File: config.mk
export PLATFORM = sky130hd
export DESIGN_NAME = mem_access_unit_flat
export DESIGN_NICKNAME = d
export VERILOG_FILES = /design/src/rtl/mem_access_unit_if.sv /design/src/rtl/mem_access_unit.sv /design/src/flat_wrapper.sv
export SDC_FILE = /design/constraint.sdc
export NUM_CORES = 1
export LEC_CHECK = 0
export CAP_MARGIN = 30
export CORE_MARGIN = 4
export CORE_UTILIZATION = 45
export DETAILED_ROUTE_END_ITERATION = 8
export GPL_TIMING_DRIVEN = 1
export PLACE_DENSITY = 0.81
export SETUP_SLACK_MARGIN = 0.02
export SLEW_MARGIN = 20
export SYNTH_ARGS = -nofsm -noshare
export SYNTH_HDL_FRONTEND = slang
export SYNTH_SLANG_ARGS = --single-unit
File: constraint.sdc
create_clock -name clk -period 5.1 [get_ports clk]
set_input_delay 0.51 -clock clk [delete_from_list [all_inputs] [get_ports clk]]
set_output_delay 0.51 -clock clk [all_outputs]
set_load 0.03 [all_outputs]
File: src/rtl/mem_access_unit_if.sv
// Request/acknowledge data-memory bus: the master holds mem_req until mem_ack.
// Read data is valid only in the cycle mem_ack pulses.
interface mem_access_unit_if;
  logic        mem_req;
  logic        mem_we;
  logic [31:0] mem_addr;
  logic [3:0]  mem_be;
  logic [31:0] mem_wdata;
  logic        mem_ack;
  logic [31:0] mem_rdata;

  modport master (
    output mem_req, mem_we, mem_addr, mem_be, mem_wdata,
    input  mem_ack, mem_rdata
  );

  modport slave (
    input  mem_req, mem_we, mem_addr, mem_be, mem_wdata,
    output mem_ack, mem_rdata
  );
endinterface

File: src/rtl/mem_access_unit.sv
// Memory-stage controller: byte/half/word loads and stores over a req/ack bus with alignment check and timeout.
// Latency: 2 cycles minimum (accept -> done); stall holds the pipeline from accept until the done cycle.
module mem_access_unit #(
  parameter int TIMEOUT = 16
) (
  input  logic              clk,
  input  logic              reset,
  input  logic              acc_valid,
  input  logic              ctrl_memRead,
  input  logic              ctrl_memWrite,
  input  logic [5:0]        opcode,
  input  logic [31:0]       addr,
  input  logic [31:0]       store_data,
  mem_access_unit_if.master mem,
  output logic [31:0]       load_data,
  output logic              done,
  output logic              stall,
  output logic              err_align,
  output logic              err_bus
);

  localparam logic [5:0] OP_LB  = 6'h20;
  localparam logic [5:0] OP_LH  = 6'h21;
  localparam logic [5:0] OP_LW  = 6'h23;
  localparam logic [5:0] OP_LBU = 6'h24;
  localparam logic [5:0] OP_LHU = 6'h25;
  localparam logic [5:0] OP_SB  = 6'h28;
  localparam logic [5:0] OP_SH  = 6'h29;
  localparam logic [5:0] OP_SW  = 6'h2B;

  localparam logic [7:0] TO_LAST = 8'(TIMEOUT - 1);

  typedef enum logic [1:0] {IDLE, BUSY, DONE} state_t;

  state_t      state, state_n;
  logic [7:0]  cnt;
  logic [5:0]  op_q;
  logic [1:0]  lane_q;

  logic        is_load_op, is_store_op, is_half, is_word;
  logic        accept, acc_err;
  logic [3:0]  be_n;
  logic [31:0] wdata_n;

  always_comb begin
    is_load_op  = 1'b0;
    is_store_op = 1'b0;
    is_half     = 1'b0;
    is_word     = 1'b0;
    case (opcode)
      OP_LB, OP_LBU: is_load_op = 1'b1;
      OP_LH, OP_LHU: begin is_load_op = 1'b1; is_half = 1'b1; end
      OP_LW:         begin is_load_op = 1'b1; is_word = 1'b1; end
      OP_SB:         is_store_op = 1'b1;
      OP_SH:         begin is_store_op = 1'b1; is_half = 1'b1; end
      OP_SW:         begin is_store_op = 1'b1; is_word = 1'b1; end
      default:       ;
    endcase
  end

  assign accept  = (state == IDLE) && acc_valid && (ctrl_memRead || ctrl_memWrite);
  // Any malformed request completes without touching the bus.
  assign acc_err = (ctrl_memRead && ctrl_memWrite)
                 || !(is_load_op || is_store_op)
                 || (ctrl_memRead && !is_load_op)
                 || (ctrl_memWrite && !is_store_op)
                 || (is_half && addr[0])
                 || (is_word && (addr[1:0] != 2'b00));

  always_comb begin
    be_n    = 4'b1111;
    wdata_n = 32'h0;
    if (ctrl_memWrite) begin
      case (opcode)
        OP_SH: begin
          be_n    = addr[1] ? 4'b1100 : 4'b0011;
          wdata_n = {2{store_data[15:0]}};
        end
        OP_SB: begin
          be_n    = 4'b0001 << addr[1:0];
          wdata_n = {4{store_data[7:0]}};
        end
        default: wdata_n = store_data;
      endcase
    end
  end

  function automatic logic [31:0] extract(input logic [5:0] op, input logic [1:0] lane,
                                          input logic [31:0] w);
    logic [7:0]  b;
    logic [15:0] h;
    b = w[{lane, 3'b000} +: 8];
    h = lane[1] ? w[31:16] : w[15:0];
    case (op)
      OP_LB:   return {{24{b[7]}}, b};
      OP_LBU:  return {24'h0, b};
      OP_LH:   return {{16{h[15]}}, h};
      OP_LHU:  return {16'h0, h};
      OP_LW:   return w;
      default: return 32'h0;
    endcase
  endfunction

  always_ff @(posedge clk or posedge reset) begin
    if (reset) state <= IDLE;
    else       state <= state_n;
  end

  always_comb begin
    state_n = state;
    case (state)
      IDLE:    if (accept) state_n = acc_err ? DONE : BUSY;
      BUSY:    if (mem.mem_ack || (cnt == TO_LAST)) state_n = DONE;
      DONE:    state_n = IDLE;
      default: state_n = IDLE;
    endcase
  end

  always_ff @(posedge clk or posedge reset) begin
    if (reset) begin
      cnt           <= 8'h0;
      op_q          <= 6'h0;
      lane_q        <= 2'b00;
      mem.mem_req   <= 1'b0;
      mem.mem_we    <= 1'b0;
      mem.mem_addr  <= 32'h0;
      mem.mem_be    <= 4'h0;
      mem.mem_wdata <= 32'h0;
      load_data     <= 32'h0;
      err_align     <= 1'b0;
      err_bus       <= 1'b0;
    end else begin
      if (accept) begin
        op_q      <= opcode;
        lane_q    <= addr[1:0];
        cnt       <= 8'h0;
        load_data <= 32'h0;
        err_align <= acc_err;
        err_bus   <= 1'b0;
        if (!acc_err) begin
          mem.mem_req   <= 1'b1;
          mem.mem_we    <= ctrl_memWrite;
          mem.mem_addr  <= {addr[31:2], 2'b00};
          mem.mem_be    <= be_n;
          mem.mem_wdata <= wdata_n;
        end
      end
      if (state == BUSY) begin
        if (mem.mem_ack) begin
          mem.mem_req <= 1'b0;
          if (!mem.mem_we) load_data <= extract(op_q, lane_q, mem.mem_rdata);
        end else if (cnt == TO_LAST) begin
          mem.mem_req <= 1'b0;
          err_bus     <= 1'b1;
        end else begin
          cnt <= cnt + 8'd1;
        end
      end
    end
  end

  assign done  = (state == DONE);
  assign stall = accept || (state == BUSY);

endmodule

File: src/flat_wrapper.sv
// flat-port wrapper written by rule: the top's interface ports become plain ports
module mem_access_unit_flat 
#(
  parameter int TIMEOUT = 16
)
  (clk, reset, acc_valid, ctrl_memRead, ctrl_memWrite, opcode, addr, store_data, load_data, done, stall, err_align, err_bus, mem_mem_req, mem_mem_we, mem_mem_addr, mem_mem_be, mem_mem_wdata, mem_mem_ack, mem_mem_rdata);
  mem_access_unit_if mem_i ();
  input  logic clk;
  input  logic reset;
  input  logic acc_valid;
  input  logic ctrl_memRead;
  input  logic ctrl_memWrite;
  input  logic [5:0] opcode;
  input  logic [31:0] addr;
  input  logic [31:0] store_data;
  output logic [31:0] load_data;
  output logic done;
  output logic stall;
  output logic err_align;
  output logic err_bus;
  output wire logic [$bits(mem_i.mem_req)-1:0] mem_mem_req;
  output wire logic [$bits(mem_i.mem_we)-1:0] mem_mem_we;
  output wire logic [$bits(mem_i.mem_addr)-1:0] mem_mem_addr;
  output wire logic [$bits(mem_i.mem_be)-1:0] mem_mem_be;
  output wire logic [$bits(mem_i.mem_wdata)-1:0] mem_mem_wdata;
  input wire logic [$bits(mem_i.mem_ack)-1:0] mem_mem_ack;
  input wire logic [$bits(mem_i.mem_rdata)-1:0] mem_mem_rdata;
  assign mem_mem_req = mem_i.mem_req;
  assign mem_mem_we = mem_i.mem_we;
  assign mem_mem_addr = mem_i.mem_addr;
  assign mem_mem_be = mem_i.mem_be;
  assign mem_mem_wdata = mem_i.mem_wdata;
  assign mem_i.mem_ack = mem_mem_ack;
  assign mem_i.mem_rdata = mem_mem_rdata;
  mem_access_unit #(.TIMEOUT(TIMEOUT)) u_core (.clk(clk), .reset(reset), .acc_valid(acc_valid), .ctrl_memRead(ctrl_memRead), .ctrl_memWrite(ctrl_memWrite), .opcode(opcode), .addr(addr), .store_data(store_data), .mem(mem_i), .load_data(load_data), .done(done), .stall(stall), .err_align(err_align), .err_bus(err_bus));
endmodule
After elaboration in Yosys (flattened, before gate mapping)
Cells that the tools add are included.
{"block": "totals", "ff_bits": 120}
{"block": "classes", "n_eq_ne": 18, "shifts": 2, "reduce_logical": 27, "n_bitwise": 1, "n_addsub": 1, "n_mux": 32}
{"operator": "$mux 32", "count": 5}
{"operator": "$pmux 32 s5", "count": 1}
{"operator": "$eq 6x6->1 const B", "count": 13}
{"operator": "$pmux 32 s2", "count": 1}
{"operator": "$mux 8", "count": 4}
{"operator": "$shiftx 32x6->8", "count": 1}
{"operator": "$mux 16", "count": 1}
{"operator": "$mux 1", "count": 13}
{"operator": "$logic_or 1x1->1", "count": 9}
{"operator": "$add 8x1->8 const B", "count": 1}
{"operator": "$eq 8x4->1 const B", "count": 1}
{"operator": "$mux 4", "count": 2}
{"operator": "$pmux 4 s2", "count": 1}
{"operator": "$logic_and 1x1->1", "count": 7}
{"operator": "$mux 2", "count": 3}
{"operator": "$reduce_or 3->1", "count": 2}
{"operator": "$reduce_or 5->1", "count": 1}
{"operator": "$ne 2x1->1 const B", "count": 2}
{"operator": "$pmux 2 s2", "count": 1}
{"operator": "$reduce_and 2->1", "count": 2}
{"operator": "$shl 1x2->4 const A", "count": 1}
{"operator": "$logic_not 1->1", "count": 3}
{"operator": "$eq 2x1->1 const B", "count": 1}
{"operator": "$eq 2x2->1 const B", "count": 1}
{"operator": "4 further kinds", "count": 4}

Logic depth before layout (Yosys ltp)
{"block": "depth", "ltp_word": 15, "mapped_depth": 7, "mapped_depth_nobuf": 5}

Worst setup path before layout
Ideal clock, no wire load.
{"block": "synth_timing", "path_type": "in2reg", "startpoint": "input port opcode[2]", "endpoint": "register u_core.mem.mem_addr[2]", "t_arrival_ns": 2.006, "slack_ns": 2.969, "cell_stages": 5, "setup_time_ns": 0.125, "n_path_buf": 2, "cell_sequence": "clkbuf_1 -> o21ai_0 -> a2111oi_4 -> buf_2 -> mux2_2"}
{"block": "synth_between", "elab_chain_len": 12}
{"element": "from (decl)", "line": "flat_wrapper.sv:13", "text": "input logic [5:0] opcode;"}
{"element": "$eq 6x6->1", "line": "mem_access_unit.sv:50", "text": "case (opcode)"}
{"element": "$reduce_or 5->1 (no source line) or $reduce_or 3->1 (tied branches)"}
{"element": "$mux 1", "line": "mem_access_unit.sv:50"}
{"element": "$logic_or 1x1->1", "line": "mem_access_unit.sv:64", "text": "|| !(is_load_op || is_store_op)"}
{"element": "$logic_not 1->1", "line": "mem_access_unit.sv:64"}
{"element": "$logic_or 1x1->1", "line": "mem_access_unit.sv:64"}
{"element": "$logic_or 1x1->1", "line": "mem_access_unit.sv:65", "text": "|| (ctrl_memRead && !is_load_op)"}
{"element": "$logic_or 1x1->1", "line": "mem_access_unit.sv:66", "text": "|| (ctrl_memWrite && !is_store_op)"}
{"element": "$logic_or 1x1->1", "line": "mem_access_unit.sv:67", "text": "|| (is_half && addr[0])"}
{"element": "$logic_or 1x1->1 (*)", "line": "mem_access_unit.sv:68", "text": "|| (is_word && (addr[1:0] != 2'b00));"}
{"element": "$not 1->1 (no source line) (*)"}
{"element": "$reduce_and 2->1 (no source line) (*)"}
{"element": "to (signal assigned)", "line": "mem_access_unit.sv:143", "text": "mem.mem_addr <= {addr[31:2], 2'b00};"}
{"element": "to (decl)", "line": "mem_access_unit_if.sv:13", "text": "output mem_req, mem_we, mem_addr, mem_be, mem_wdata,"}
Every way passes the cells marked *; elsewhere a longest branch is shown, timed or not.
A chain may end at the register's enable or synchronous reset.

Worst setup path after layout
{"block": "layout_timing", "startpoint": "input port ctrl_memWrite", "endpoint": "register u_core.mem.mem_addr[31]"}
{"block": "layout_between", "elab_chain_len": 8}
{"element": "from (decl)", "line": "flat_wrapper.sv:12", "text": "input logic ctrl_memWrite;"}
{"element": "$logic_and 1x1->1", "line": "mem_access_unit.sv:63", "text": "assign acc_err = (ctrl_memRead && ctrl_memWrite)"}
{"element": "$logic_or 1x1->1", "line": "mem_access_unit.sv:64"}
{"element": "$logic_or 1x1->1", "line": "mem_access_unit.sv:65"}
{"element": "$logic_or 1x1->1", "line": "mem_access_unit.sv:66"}
{"element": "$logic_or 1x1->1", "line": "mem_access_unit.sv:67"}
{"element": "$logic_or 1x1->1", "line": "mem_access_unit.sv:68"}
{"element": "$not 1->1 (no source line)"}
{"element": "$reduce_and 2->1 (no source line) (*)"}
Marked as above.

==> results.toml <==
[sta]
slew_viol_final = 0
worst_slew_pin_slew_ns = 1.069
setup_viol = 0
skew_ns = 0.02162
setup_slack_ns = 2.180
period_needed_ns = 2.920
fin_tns_setup_ns = 0
max_freq_mhz = 342.5
fin_crit_sh_pct = 57.25
hold_violations = 0
relSlewSlack_pct = 28.21
rsz0062_at_grt = "no"

[worst_setup_path]
path_cells = "clkdlybuf4s50_1 > buf_4 > o21ai_1 > or3_1 > a2111oi_4 > buf_12 > mux2_2"
end_kind = "register"
cp_top_family = "buffers and inverters"
path_buf_inv = 3
crit_arrival_ns = 3.21
cp_max_fo = 70
cp_slowest_cell = "or3_1"
crit_required_ns = 5.39
slowest_delay_ns = 0.59
reg2reg_slack_ns = 2.58
cp-start-kind = "input pin"
critical_path_class = "input pin to register"

[die]
io_pins = 214
fp.dieW_um = 122.2
core_mm2 = 0.01272
dieHeight_um = 122.2
design.die.area_mm2 = 0.01494
initial_utilization_pct = 46.15
rows = 41

[yosys]
synth_edf_count = 0
ys_types = 49
yosysTopAreaCell = "dfrtp_1"
synth.area.top_cells = "dfrtp_1 51%, mux2_2 8.1%, mux2i_1 7.2%"
yosysTopAreaCellShare_pct = 51.14
netlist_area_mm2 = 0.005872
async_reset_ff_share_pct = 100.0
ys_ff_latch = 120
dominantRegCellSynth = "dfrtp_1"
seq_area_frac_synth_pct = 51.14
syn_area_per_cell_um2 = 11.56
yosysWarnings = 0
post_synth_inst_count = 508

[finish]
antenna_cells = 0
fin_nets = 821
seqCellArea_mm2 = 0.003003
drive_gt1_share_pct = 13.52
syn2layout_area_growth_pct = 48.86
multiInputGateArea_mm2 = 0.002549
final_util_pct = 68.71
fillers = 982

[routing]
drc = 0
avgViaCountPerCell = 5.609
drt_iter0_drc = 427
num_vias = 5031
wire_per_inst_um = 19.79
drtPass1Iterations = 7
final_antenna_net_count = 0
wl_um = 17750

[clocking]
cts_setup_buffers = 0
root_buffer = "clkbuf_16"
numClockSinks = 120
cts_buffers = 17
cts_tree = "done"
path_clk_slew_ns = 0.06
clk_path_buf_depth = 2
postCtsResizedCells = 0
holdBufCountCts = 0
cts_max_level = 4
clk_latency_ns = 0.41

[global_routing]
grt_pass1_wl_um = 27300
gr-total-overflow = 0
grt_antenna_before_repair = 0
grt_pass1_vias = 5213
grt_usage_pct = 23.66
grt_start_max_net_pins = 71

[power]
leakagePower_nw = 3.729
worst_ir_drop_vdd_v = 0.0002451
sw_frac_of_total_pct = 32.14
power_w = 0.003291
power_frac_comb_pct = 29.2
clkPwrFrac_pct = 34.0
netSwitchingPower_w = 0.001058
intPower_w = 0.002233
powerDensity_mw_per_mm2 = 376.5
seq_power_share_pct = 36.8

[placed_design]
routabilityCongestion = 0.8878
port_buffers = 211
dp_hpwl_um = 12700
dp_slack_ns = 1.606

[run]
max_cap_viol_count = 0

[min_path]
hold_class = "register to register"

[outcome]
status = "completed"
state kept, by name (all words and copies together), names as in the netlist:
name                  flops
u_core.load_data         32
u_core.mem.mem_wdata     32
u_core.mem.mem_addr      30
u_core.cnt                8
u_core.op_q               6
u_core.mem.mem_be         4
u_core.lane_q             2
u_core.state              2
u_core.err_align          1
u_core.err_bus            1
u_core.mem.mem_req        1
u_core.mem.mem_we         1
final cells by class:
type	instances	area share, %
Clock buffer	21	5.268
Sequential cell	120	34.35
Clock inverter	11	1.145
Multi-Input combinational cell	308	29.16
Timing Repair Buffer	224	25.82
Tap cell	172	2.462
Inverter	41	1.789
worst paths after layout:
| path | cells past startpoint | endpoint | from |
|---|---|---|---|
| max | 7 | u_core.mem.mem_addr[31] | ctrl_memWrite |
| min in group asynchronous | 3 | u_core.mem.mem_addr[15] | reset |
| min reg2reg | 1 | u_core.load_data[3] | u_core.load_data[3] |
| max in group asynchronous | 3 | u_core.mem.mem_addr[6] | reset |
| max reg2reg | 5 | u_core.load_data[31] | u_core.lane_q[1] |
| min | 1 | u_core.load_data[3] | u_core.load_data[3] |
layer usage:
metal | track usage (%) | wire (um) | vias to the layer above
met5 | 0 | 0 | -
met4 | 8.747 | 454 | 0
met3 | 6.682 | 1485 | 48
met2 | 39.99 | 8825 | 263
met1 | 28.93 | 6985 | 2459
li1 | - | - | 2261
Yosys cell counts (2+ instances only):
cell       number
a211oi_1        2
a21o_1          2
a21oi_1         6
a221o_1        24
a22o_1          9
a22oi_1         6
and3_1          4
buf_1           2
buf_2           9
buf_4           3
clkbuf_1       26
dfrtp_1       120
inv_1          41
mux2_2         42
mux2i_1        42
mux4_2          8
nand2_1        29
nand2b_1        2
nand3_1         5
nor2_1          8
nor2b_1         6
nor3_1          4
nor3b_1        11
o2111ai_1       2
o211ai_1        4
o21a_1          9
o21ai_0        37
o2bb2ai_1      15
o31a_1          8
or3_1           2
xor2_1          2
power by group through the flow:
stage | registers [W] | clock network [W] | logic (W)
detailed placement | 0.00122 | 0 | 0.000958
global route | 0.00123 | 0.00118 | 0.00102
floorplan | 0.00144 | 0 | 0.000279
CTS | 0.00121 | 0.00113 | 0.000964
finish | 0.00121 | 0.00112 | 0.000961
global placement | 0.00121 | 0 | 0.000934
layout by cell type (no fill, tap or decap), drive strengths merged, types with 15 or more instances in the layout:
cell / netlist / layout
o2bb2ai: 15 / 15
o21ai: 38 / 38
clkbuf: 26 / 21
dfrtp: 120 / 120
a221o: 24 / 24
mux2i: 42 / 42
mux2: 43 / 43
nand2: 29 / 29
inv: 41 / 41
clkdlybuf4s50: 0 / 211
kinds of logic after synthesis:
family	count (synthesis)	synth area share [%]
muxes	93	18.47
xor gates and xnor gates	2	0.2984
other	1	0.06386
DFF	120	51.14
buffers and inverters	81	5.561
and+or+nand+nor	81	7.543
AOI/OAI and AO/OA	129	16.71
adders and majority gates	1	0.2130
per-stage QoR:
step                      hold WS (ns)  instances  cell area (um2)
after floorplan                 0.4485        509             5876
after global placement          0.4710        861             8115
after detailed placement        0.4751        863             8138
after CTS                       0.4924        895             8698
after global routing            0.5120        897             8741
final                           0.4904        897             8741
worst register-to-register path, stage by stage, from the launching register on:
cell and delay [ns]:
dfrtp_1 0.93, mux4_2 0.62, o2111ai_1 0.25, a211oi_1 0.08, buf_4 0.21, a221o_1 0.29
Power figures use the tool's default switching activity.
